--- src/rtl/skipjack_block_packer.sv ---
`timescale 1ns/1ps
// skipjack_block_packer
// Packs bytes from the UART receive AXI-Stream into 64-bit plaintext blocks
// for the Skipjack cipher. The first byte received lands in bits [63:56].
// A partial block that sits idle for TIMEOUT_CYCLES clocks is either padded
// out with PAD_BYTE and sent, or discarded, depending on PAD_ENABLE.
//
// Ports:
//   clk            single clock
//   rst_n          synchronous active-low reset
//   s_axis_tdata   byte from the UART receiver
//   s_axis_tvalid  byte valid
//   s_axis_tready  packer can accept a byte (high only while collecting)
//   m_axis_tdata   64-bit block to the cipher
//   m_axis_tvalid  block valid
//   m_axis_tready  cipher accepts the block
//   byte_cnt       bytes held in the current block, 0..8
//   pad_count      blocks sent with padding (saturating)
//   drop_count     partial blocks discarded (saturating)
module skipjack_block_packer #(
  parameter int unsigned TIMEOUT_CYCLES = 1_000_000,
  parameter bit          PAD_ENABLE     = 1'b1,
  parameter logic [7:0]  PAD_BYTE       = 8'h00
) (
  input  logic        clk,
  input  logic        rst_n,
  input  logic [7:0]  s_axis_tdata,
  input  logic        s_axis_tvalid,
  output logic        s_axis_tready,
  output logic [63:0] m_axis_tdata,
  output logic        m_axis_tvalid,
  input  logic        m_axis_tready,
  output logic [3:0]  byte_cnt,
  output logic [15:0] pad_count,
  output logic [15:0] drop_count
);

  localparam int unsigned IDLE_W      = 24;
  localparam int unsigned CNT_W       = 4;
  localparam int unsigned STAT_W      = 16;
  localparam int unsigned BLOCK_BYTES = 8;

  localparam logic [IDLE_W-1:0] TIMEOUT_LIM = IDLE_W'(TIMEOUT_CYCLES);
  localparam logic [CNT_W-1:0]  LAST_CNT    = CNT_W'(BLOCK_BYTES - 1);
  localparam logic [STAT_W-1:0] STAT_MAX    = '1;

  typedef enum logic [1:0] {
    COLLECT = 2'd0,
    PAD     = 2'd1,
    OUT     = 2'd2
  } state_t;

  state_t            state;
  logic [IDLE_W-1:0] idle_cnt;

  logic byte_acc_c;
  logic partial_c;
  logic timeout_c;

  // Handshake and timeout qualifiers for the current cycle.
  always_comb begin
    byte_acc_c = s_axis_tvalid & s_axis_tready;
    partial_c  = (state == COLLECT) && (byte_cnt != '0) && (byte_cnt <= LAST_CNT);
    // Fires on the cycle the idle counter would reach the limit; an accepted
    // byte in that same cycle takes priority.
    timeout_c  = partial_c && !byte_acc_c &&
                 ((idle_cnt + IDLE_W'(1)) == TIMEOUT_LIM);
  end

  // Packer state machine with all outputs registered.
  always_ff @(posedge clk) begin
    if (!rst_n) begin
      state         <= COLLECT;
      idle_cnt      <= '0;
      byte_cnt      <= '0;
      m_axis_tdata  <= '0;
      m_axis_tvalid <= 1'b0;
      s_axis_tready <= 1'b1;
      pad_count     <= '0;
      drop_count    <= '0;
    end else begin
      case (state)
        COLLECT: begin
          if (byte_acc_c) begin
            m_axis_tdata <= {m_axis_tdata[55:0], s_axis_tdata};
            byte_cnt     <= byte_cnt + CNT_W'(1);
            idle_cnt     <= '0;
            if (byte_cnt == LAST_CNT) begin
              state         <= OUT;
              m_axis_tvalid <= 1'b1;
              s_axis_tready <= 1'b0;
            end
          end else if (partial_c) begin
            if (timeout_c) begin
              idle_cnt <= '0;
              if (PAD_ENABLE != 1'b0) begin
                state         <= PAD;
                s_axis_tready <= 1'b0;
              end else begin
                byte_cnt <= '0;
                if (drop_count != STAT_MAX) begin
                  drop_count <= drop_count + STAT_W'(1);
                end
              end
            end else begin
              idle_cnt <= idle_cnt + IDLE_W'(1);
            end
          end
        end

        // One fill byte per cycle until the block is full.
        PAD: begin
          m_axis_tdata <= {m_axis_tdata[55:0], PAD_BYTE};
          byte_cnt     <= byte_cnt + CNT_W'(1);
          if (byte_cnt == LAST_CNT) begin
            state         <= OUT;
            m_axis_tvalid <= 1'b1;
            if (pad_count != STAT_MAX) begin
              pad_count <= pad_count + STAT_W'(1);
            end
          end
        end

        // Block held stable until the cipher takes it.
        OUT: begin
          if (m_axis_tready) begin
            state         <= COLLECT;
            m_axis_tvalid <= 1'b0;
            s_axis_tready <= 1'b1;
            byte_cnt      <= '0;
            idle_cnt      <= '0;
          end
        end

        default: begin
          state         <= COLLECT;
          m_axis_tvalid <= 1'b0;
          s_axis_tready <= 1'b1;
          byte_cnt      <= '0;
          idle_cnt      <= '0;
        end
      endcase
    end
  end

endmodule

--- config.mk ---
export PLATFORM = sky130hd
export DESIGN_NAME = skipjack_block_packer
export DESIGN_NICKNAME = d
export VERILOG_FILES = /design/src/rtl/skipjack_block_packer.sv
export SDC_FILE = /design/constraint.sdc
export NUM_CORES = 1
export LEC_CHECK = 0
export ABC_CLOCK_PERIOD_IN_PS = 3000
export CORE_MARGIN = 10
export CORE_UTILIZATION = 46
export CTS_CLUSTER_SIZE = 14
export DETAILED_ROUTE_END_ITERATION = 12
export GPL_ROUTABILITY_DRIVEN = 0
export PLACE_DENSITY = 0.76
export SLEW_MARGIN = 20
export SYNTH_ARGS = -nofsm -noshare
export SYNTH_HDL_FRONTEND = slang
export SYNTH_SLANG_ARGS = --single-unit
--- constraint.sdc ---
create_clock -name clk -period 3 [get_ports clk]
set_clock_uncertainty 0.2 [all_clocks]
set_input_delay 0.6 -clock clk [delete_from_list [all_inputs] [get_ports clk]]
set_output_delay 0.6 -clock clk [all_outputs]
set_load 0.02 [all_outputs]
==> impl_metrics.json, run 1 <==
{
  "syn2layout_area_growth_pct": 27.6,
  "ys_seq_area_frac": 0.422,
  "cts_resized": 0,
  "yosys_warnings": 0,
  "p_per_area_mw_per_mm2": 442,
  "drive_above_1_share": 0.0970,
  "syn_area_per_cell_sq_um": 8.32,
  "post-cts-setup-buffers": 0,
  "htree_levels": 3,
  "io_buffers": 97,
  "synth-seq-cells": 112,
  "hold_viol_final": 0,
  "vias_per_cell": 5.42,
  "critical_path.cell_chain": "and4_1, or4b_4, nor3_2, o221ai_1, a2111o_2, nand3_4, o311ai_0",
  "synth-compound-area-share": 0.177,
  "dr.first_iter.drc_count": 420,
  "synth_simple_gate_area_frac": 0.277,
  "synthAdderAreaFrac": 0.0118,
  "grtUsageTotal": 0.171,
  "insertion_delay_ps": 360,
  "critPathLaunchType": "flop",
  "coreArea_sq_mm": 0.0114,
  "timing.slew.headroom": 0.320,
  "clock_path_buffers": 2,
  "path_buf_inv": 0,
  "required_ps": 3020,
  "path_clk_slew_ps": 80,
  "peakVddDrop_mv": 0.405,
  "setup_tns_ps": 0,
  "dieArea_sq_mm": 0.0163,
  "regToRegSetupSlack_ps": 140,
  "vias": 4797,
  "layout.nets": 754,
  "finalSetupViolations": 0,
  "leakagePower_nw": 2.31,
  "num_antenna_cells": 0,
  "maxCapViolCount": 0,
  "synthFlopType": "dfxtp_1",
  "cp_top_family": "simple AND/OR/NAND/NOR gates",
  "cp_slowest_cell": "or4b_4",
  "first_global_vias": 4778,
  "rsz0062_at_grt": "no",
  "cts_tree": "yes",
  "ios": 114,
  "min_period_ps": 2860,
  "synth_edf_count": 0,
  "finalWirelength_mm": 14.2,
  "overflow": 0,
  "ctsHoldBuffers": 0,
  "synth.distinct_cells": 56,
  "synth_xor_xnor_area_share": 0.0412,
  "worst_pin_slew_ps": 1020,
  "cts_sinks": 112,
  "synthMuxAreaShare": 0.00377,
  "fin_util": 0.596,
  "status": "finished, final reports clean",
  "min_path_type": "reg2reg",
  "final_cell_mix": "167 x nand2_1, 111 x dfxtp_1, 96 x clkdlybuf4s50_1",
  "final_common_cell": "nand2_1",
  "wire_per_inst_um": 16.0,
  "netlist_area_sq_mm": 0.00532,
  "grt_pass1_wl_mm": 23.3,
  "start_util": 0.468,
  "worst-path-max-fanout": 22,
  "fp.dieH_um": 128,
  "async_flop_share": 0,
  "cts-buffers-inserted": 9,
  "setup.worst_path.end_class": "flop",
  "drc": 0,
  "synth_top_family_by_area": "simple AND/OR/NAND/NOR gates",
  "rows": 39,
  "cts_root_buffer": "clkbuf_16",
  "worstPathArrival_ps": 2890,
  "die_w_um": 128,
  "grt_max_degree": 88,
  "synth_cells": 639,
  "ant_nets": 0,
  "clock.fmax_mhz": 349,
  "antenna_found_initial": 0,
  "critPathKind": "reg2reg",
  "hpwl_mm": 10.3,
  "slew_violations": 0,
  "max_stage_delay_ps": 530,
  "fin_crit_sh": 0.954,
  "drt_first_pass_iters": 5
}
-- per-stage QoR --
stage                     cells  instance area [sq um]  total power, mW  hold slack [ps]  setup WS, ps
after global routing        885                   6780             3.09              296       0.00666
after detailed placement    869                   6460             1.77              268          71.4
after CTS                   885                   6780             3.02              277           125
final                       885                   6780             3.00              274           139
after global placement      869                   6460             1.76              254           141
after floorplan             654                   5380             1.70              275          55.2
-- tightest hold or removal path, delay by kind of cell, from the launching register on --
family           cells  cell delay [ps]
flip-flops           1              310
AND/OR/NAND/NOR      1               50
AO/OA/AOI/OAI        1               60
-- worst paths after layout --
path                         start          endpoint  cells past startpoint
setup / recovery       idle_cnt[6]      idle_cnt[23]                      7
hold / removal    m_axis_tdata[58]  m_axis_tdata[58]                      2
setup reg to reg       idle_cnt[6]      idle_cnt[23]                      7
hold reg to reg   m_axis_tdata[58]  m_axis_tdata[58]                      2
-- cells by family after synthesis --
group                      Yosys count
adders and majority gates            5
muxes                                2
buffers and inverters               65
xor gates and xnor gates            25
AOI/OAI and AO/OA                  120
DFF                                112
and+or+nand+nor                    309
other                                1
-- routing by layer --
metal  wire, um  vias up  global-route usage
li1           -     2359                   -
met1       5600     2264               0.188
met2       6930      148               0.287
met3       1290       26              0.0678
met4        361        0              0.0764
met5          0        -                   0
-- cell usage after synthesis (all sizes together), types with 3 or more instances --
cell      n  share of area
nand2   167           0.12
dfxtp   112           0.42
a21boi   58          0.082
buf      29          0.041
clkbuf   29          0.020
nand3    27          0.028
nor2     21          0.015
and2     19          0.022
nand4    19          0.022
xnor2    17          0.028
o21ai    14          0.013
o311ai   12          0.031
nor2b    11          0.013
a22oi     9          0.013
nor3      8         0.0085
xor2      8          0.013
a21oi     7         0.0066
inv       7         0.0049
nand2b    6         0.0071
nor4      6         0.0082
and3      5         0.0059
ha        5          0.012
or2       5         0.0059
and3b     4         0.0066
and4      4         0.0066
o211ai    3         0.0042
-- area by class of cell --
type	count	area (sq um)
clock buffers	9	225
clock inverters	7	88.8
fillers	1024	4590
inverters	7	26.3
multi-input cells	477	2790
flip-flops and latches	112	2240
well taps	143	179
repair buffers	130	1230
-- where the power goes --
part	total [mW]	leakage [nW]	internal (mW)	switching, mW
Sequential	1.52	0.905	1.50	0.0145
Combinational	0.218	1.25	0.0796	0.138
Clock	1.27	0.155	0.668	0.599
-- registers in the layout, summed over array words and instances, names as in the netlist --
| signal | count |
|---|---|
| pad_count | 16 |
| byte_cnt | 4 |
| s_axis_tready | 1 |
| m_axis_tdata | 64 |
| idle_cnt | 24 |
| state | 2 |
| m_axis_tvalid | 1 |
No activity file was read; power rests on OpenSTA's default activity.
==> run 2: changes to the inputs <==
CORE_MARGIN = 4   (was 10)
==> impl_metrics.json, run 2 (synthesis gave the netlist of run 1 again) <==
{
  "vias_per_cell": 5.37,
  "reg_top3": "m_axis_tdata x64, idle_cnt x24, pad_count x16",
  "met2_usage": 0.319,
  "critPathKind": "reg2reg",
  "total_power_mw": 2.86,
  "die_w_um": 116,
  "required_ps": 3030,
  "hold_viol_final": 0,
  "dr.first_iter.drc_count": 235,
  "largest_register_ffs": 64,
  "setup.worst_path.end_class": "flop",
  "dieArea_sq_mm": 0.0133,
  "critPathLaunchType": "flop",
  "fin_crit_sh": 0.959,
  "overflow": 0,
  "top_usage_layer": "met2",
  "ctsHoldBuffers": 0,
  "cts_tree": "yes",
  "use_met1": 0.252,
  "insertion_delay_ps": 340,
  "drc": 0,
  "layout.nets": 754,
  "num_antenna_cells": 0,
  "place_ws_ps": 39.9,
  "pwr-share-comb": 0.076,
  "switching_share": 0.241,
  "maxCapViolCount": 0,
  "gr-usage-met3": 0.0632,
  "status": "finished, final reports clean",
  "clock.fmax_mhz": 348,
  "ios": 114,
  "top_register": "m_axis_tdata",
  "grt_max_degree": 65,
  "drive_above_1_share": 0.0999,
  "final_common_cell": "nand2_1",
  "syn2layout_area_growth_pct": 27.7,
  "grtUsageTotal": 0.196,
  "timing.final.ws_setup_ps": 123,
  "p_clk_frac": 0.395,
  "vias": 4728,
  "cts-buffers-inserted": 9,
  "grt_pass1_wl_mm": 21.6,
  "io_buffers": 97,
  "path_clk_slew_ps": 70,
  "final_cell_mix": "167 x nand2_1, 109 x dfxtp_1, 96 x clkdlybuf4s50_1",
  "fin_util": 0.613,
  "hpwl_mm": 9.28,
  "slew_violations": 0,
  "power_frac_seq": 0.530,
  "coreArea_sq_mm": 0.0111,
  "antenna_found_initial": 0,
  "first_global_vias": 4504,
  "worst-path-max-fanout": 8,
  "peakVddDrop_mv": 0.300,
  "fp.dieH_um": 116,
  "min_path_type": "reg2reg",
  "min_period_ps": 2880,
  "rows": 38,
  "switchingPower_mw": 0.690,
  "cts_root_buffer": "clkbuf_16",
  "worst_pin_slew_ps": 677,
  "p_per_area_mw_per_mm2": 422,
  "worstPathArrival_ps": 2910,
  "p_int_mw": 2.17,
  "htree_levels": 3,
  "timing.slew.headroom": 0.548,
  "drt_first_pass_iters": 5,
  "clock_path_buffers": 2,
  "finalWirelength_mm": 13.4,
  "cts_sinks": 112,
  "start_util": 0.480,
  "finalSetupViolations": 0,
  "ant_nets": 0,
  "leakagePower_nw": 2.31,
  "wire_per_inst_um": 15.2
}
## run 2: changes by cell type in the layout (fill, tap and decap cells not counted), moves of 2 or more
cell      previous run  this run
buf_4               32        29
buf_12               1         3
clkbuf_1             0         2
dfxtp_1            111       109
dfxtp_2              1         3
nand3_2              0         2
## run 2: power groups by stage
stage                     sequential [mW]  combinational [mW]  clock [mW]
after global placement               1.55               0.210           0
after detailed placement             1.55               0.213           0
after CTS                            1.52               0.214        1.14
final                                1.52               0.216        1.13
after global routing                 1.52               0.236        1.21
after floorplan                      1.57               0.129           0
## run 2: routing by layer
metal  wire length (um)  share of wire
met3               1030          0.077
met5                  0              0
met4                166          0.012
met2               6340           0.47
met1               5820           0.44
## run 2: worst max-delay path, stage by stage, from the launching register on
cell and delay (ps):
dfxtp_1 330, buf_4 150, nand4_1 280, buf_4 250
nor4_2 310, and3b_1 220, o221ai_1 130, a2111o_2 430
buf_4 190, a22oi_1 180, o31ai_1 100
## run 2: final cells by class
class,count,area [sq um]
repair buffers,129,1240
flip-flops and latches,112,2250
clock inverters,3,25.0
multi-input cells,478,2830
clock buffers,12,246
fillers,945,4290
inverters,7,26.3
well taps,140,175
## run 2: timing repair
item	4_1_cts	5_1_grt
setup endpoints to repair	0	23
setup buffers	0	3
gates resized for setup	0	8
hold endpoints to repair	0	0
## run 2: final timing paths
path	startpoint	endpoint	slack, ps	cells after the start
setup / recovery	idle_cnt[1]	idle_cnt[19]	120	10
hold reg to reg	m_axis_tdata[57]	m_axis_tdata[57]	270	2
setup reg to reg	idle_cnt[1]	idle_cnt[19]	120	10
hold / removal	m_axis_tdata[57]	m_axis_tdata[57]	270	2
## run 2: through the flow
stage	cells	TNS [ps]	area, sq um	hold slack, ps
after floorplan	654	0	5380	275
after global placement	862	0	6460	251
after detailed placement	862	0	6460	265
after CTS	877	0	6730	275
after global routing	881	-51.2	6790	294
final	881	0	6790	271
==> run 3: changes to the inputs <==
ABC_CLOCK_PERIOD_IN_PS = unset   (was 3000)
==> results of run 3 <==
No change in the layout: final DEF, timing and power equal those of run 2.
==> RTL change: new RTL, flow settings as in run 3 <==
`PAD_ENABLE`: 1'b1 -> 1'b0.
--- a/src/rtl/skipjack_block_packer.sv
+++ b/src/rtl/skipjack_block_packer.sv
@@ -21,3 +21,3 @@
   parameter int unsigned TIMEOUT_CYCLES = 1_000_000,
-  parameter bit          PAD_ENABLE     = 1'b1,
+  parameter bit          PAD_ENABLE     = 1'b0,
   parameter logic [7:0]  PAD_BYTE       = 8'h00
Behaviour: same outputs for any inputs over 4 cycles, from zero or initial values and one cycle with rst_n low; that may be too few to reach the edited logic, so the function may still have changed.
==> RTL change against run 3 <==
- the flow now finishes with violations (setup timing)
- global-route usage is 2.3 points higher
- synthesized cell count is 2.5% higher
- setup slack worse by 150 ps
- critical path depth is 1 higher
- count of clock-buffer cells in the layout is 3 lower
- total power is 5.1% lower
- non-clock buffer count is 40 higher
- wire length is 16% higher
- cell count is 5.8% higher
- design area is 3.8% higher
- synthesized area is 4.0% lower
- sequential cell count is 1 lower
- largest cell class unchanged
- highest routed layer unchanged
==> RTL change: results (changes against run 3) <==
Global routing
  • Pin count of the biggest net entering global routing: 95 (+46%)
  • Grt met1 use: 0.276 (+0.0248)
  • Initial antenna violation count: 0 (unchanged)
  • Met2 Track Usage GR: 0.359 (+0.0396)
  • Vias in the first global route: 4741 (+5.3%)
  • GRT Resource Usage Total: 0.219 (+0.0233)
  • Global-route wire length before repair: 23300 um (+7.9%)
  • Met3 Use GR: 0.0567 (-0.00650)

Setup path
  • Worst r2r src: idle_cnt[11]$_SDFFE_PN0P_
  • Max FO, Critical Path: 7 (-1)
  • Cell family with most CP delay: simple AND/OR/NAND/NOR gates
  • Worst Reg2Reg Path Length in Cells: 11 (+1)
  • CP peak stage delay: 430 ps (about the same)
  • Data arrival time of the worst path: 3130 ps (+220 ps)
  • Critical Path Source: idle_cnt[11]$_SDFFE_PN0P_
  • Slowest CP cell: or4b_1
  • CP endpoint: idle_cnt[19]$_SDFFE_PN0P_

Outcome
  • Failing checks: setup timing
  • Run status: finished, violations left

Power
  • Leakage power total: 2.44 nW (+5.5%)
  • Logic power comb: 0.237 mW (+9.7%)
  • Int Pwr: 1.98 mW (-9.0%)
  • Clock power share: 0.360 (-0.035)
  • VDD IR max: 0.000269 V (-10%)

Hold path
  • Hold endpoint: m_axis_tdata[61]$_SDFFE_PN0P_
  • Worst Hold Path Cells: 2 (unchanged)
  • Hold_sp: m_axis_tdata[61]$_SDFFE_PN0P_

Synthesis
  • Unique masters post-synth: 60 (+7.1%)
  • Synth warn: 0 (unchanged)
  • Synth Instances: 655 (+2.5%)
  • Commonest cells in the netlist: nand2_1, dfxtp_1, a21oi_1
  • Synth top area cells: dfxtp_1, nand2_1, a21oi_1
  • Main synth FF type: dfxtp_1
  • Sequential area share after synthesis: 0.435 (+0.0137)
  • Fraction of registers with async set/reset: 0 (unchanged)

Clocking
  • Root buffer cell: clkbuf_8
  • Inserted Clock Buffers: 9 (unchanged)
  • Worst-Skew Late Latency: 370 ps (+30 ps)
  • Clk slew on worst S/H paths: 120 ps (+50 ps)

Drt
  • Initial drt markers: 434 (+85%)
  • WL met2: 7600 um (+20%)
  • Metal1 wirelength: 6250 um (+7.3%)
  • Total wire length: 15500 um (+16%)
  • Metal3 WL: 1160 um (+12%)
  • Vias: 5267 (+11%)

Timing
  • Endpoints failing setup: 2 (+2)
  • Final worst setup slack: -27.2 ps (-150 ps)
  • Setup TNS: -31.3 ps (-31.3 ps)
  • Worst Tran Pin Value: 750 ps (+73.1 ps)

Place
  • Dpl cells: 901 (+4.5%)
  • Post-DP HPWL: 9870 um (+6.4%)
  • Area after DPL: 6450 um^2 (-0.14%)
  • Post-place setup slack: -63.8 ps (-104 ps)

Layout
  • Post-route insts no fill: 932 (+5.8%)
  • Final nets: 804 (+6.6%)
  • Ratio of cells with drive above 1 in the final layout: 0.192 (+0.0921)
  • Fillers: 889 (-5.9%)
  • Regs by FF count: m_axis_tdata x64, idle_cnt x24, drop_count x16
[RTL change: logic make-up (layout without fill, tap and decap cells)]
family	Yosys count	in the layout	share of synthesized area
other cells	1	16	0.000735
simple gates	302	302	0.284
flops	111	111	0.435
buf+inv	69	191	0.0669
mux	2	2	0.00392
fa+ha+maj	5	5	0.0123
xor+xnor	11	11	0.0189
compound gates	154	154	0.178
[RTL change: layout make-up]
class	count	share of cell area
well taps	140	0.0248
clock inverters	7	0.0138
repair buffers	169	0.221
multi-input cells	490	0.399
clock buffers	9	0.0176
flip-flops and latches	111	0.320
inverters	6	0.00319
[RTL change: per-stage QoR]
stage	hold slack [ps]	utilization	total power, mW
final	263	0.650	2.72
after global routing	290	0.650	2.82
after CTS	270	0.621	2.73
after detailed placement	250	0.595	1.76
after global placement	243	0.595	1.76
after floorplan	262	-	1.68
[RTL change: repair_timing]
action                     4_1_cts  5_1_grt
pin swaps                        4       23
setup buffers                    1       13
setup endpoints to repair       22       22
cloned                           0        1
gates resized for setup         15       59
hold endpoints to repair         0        0
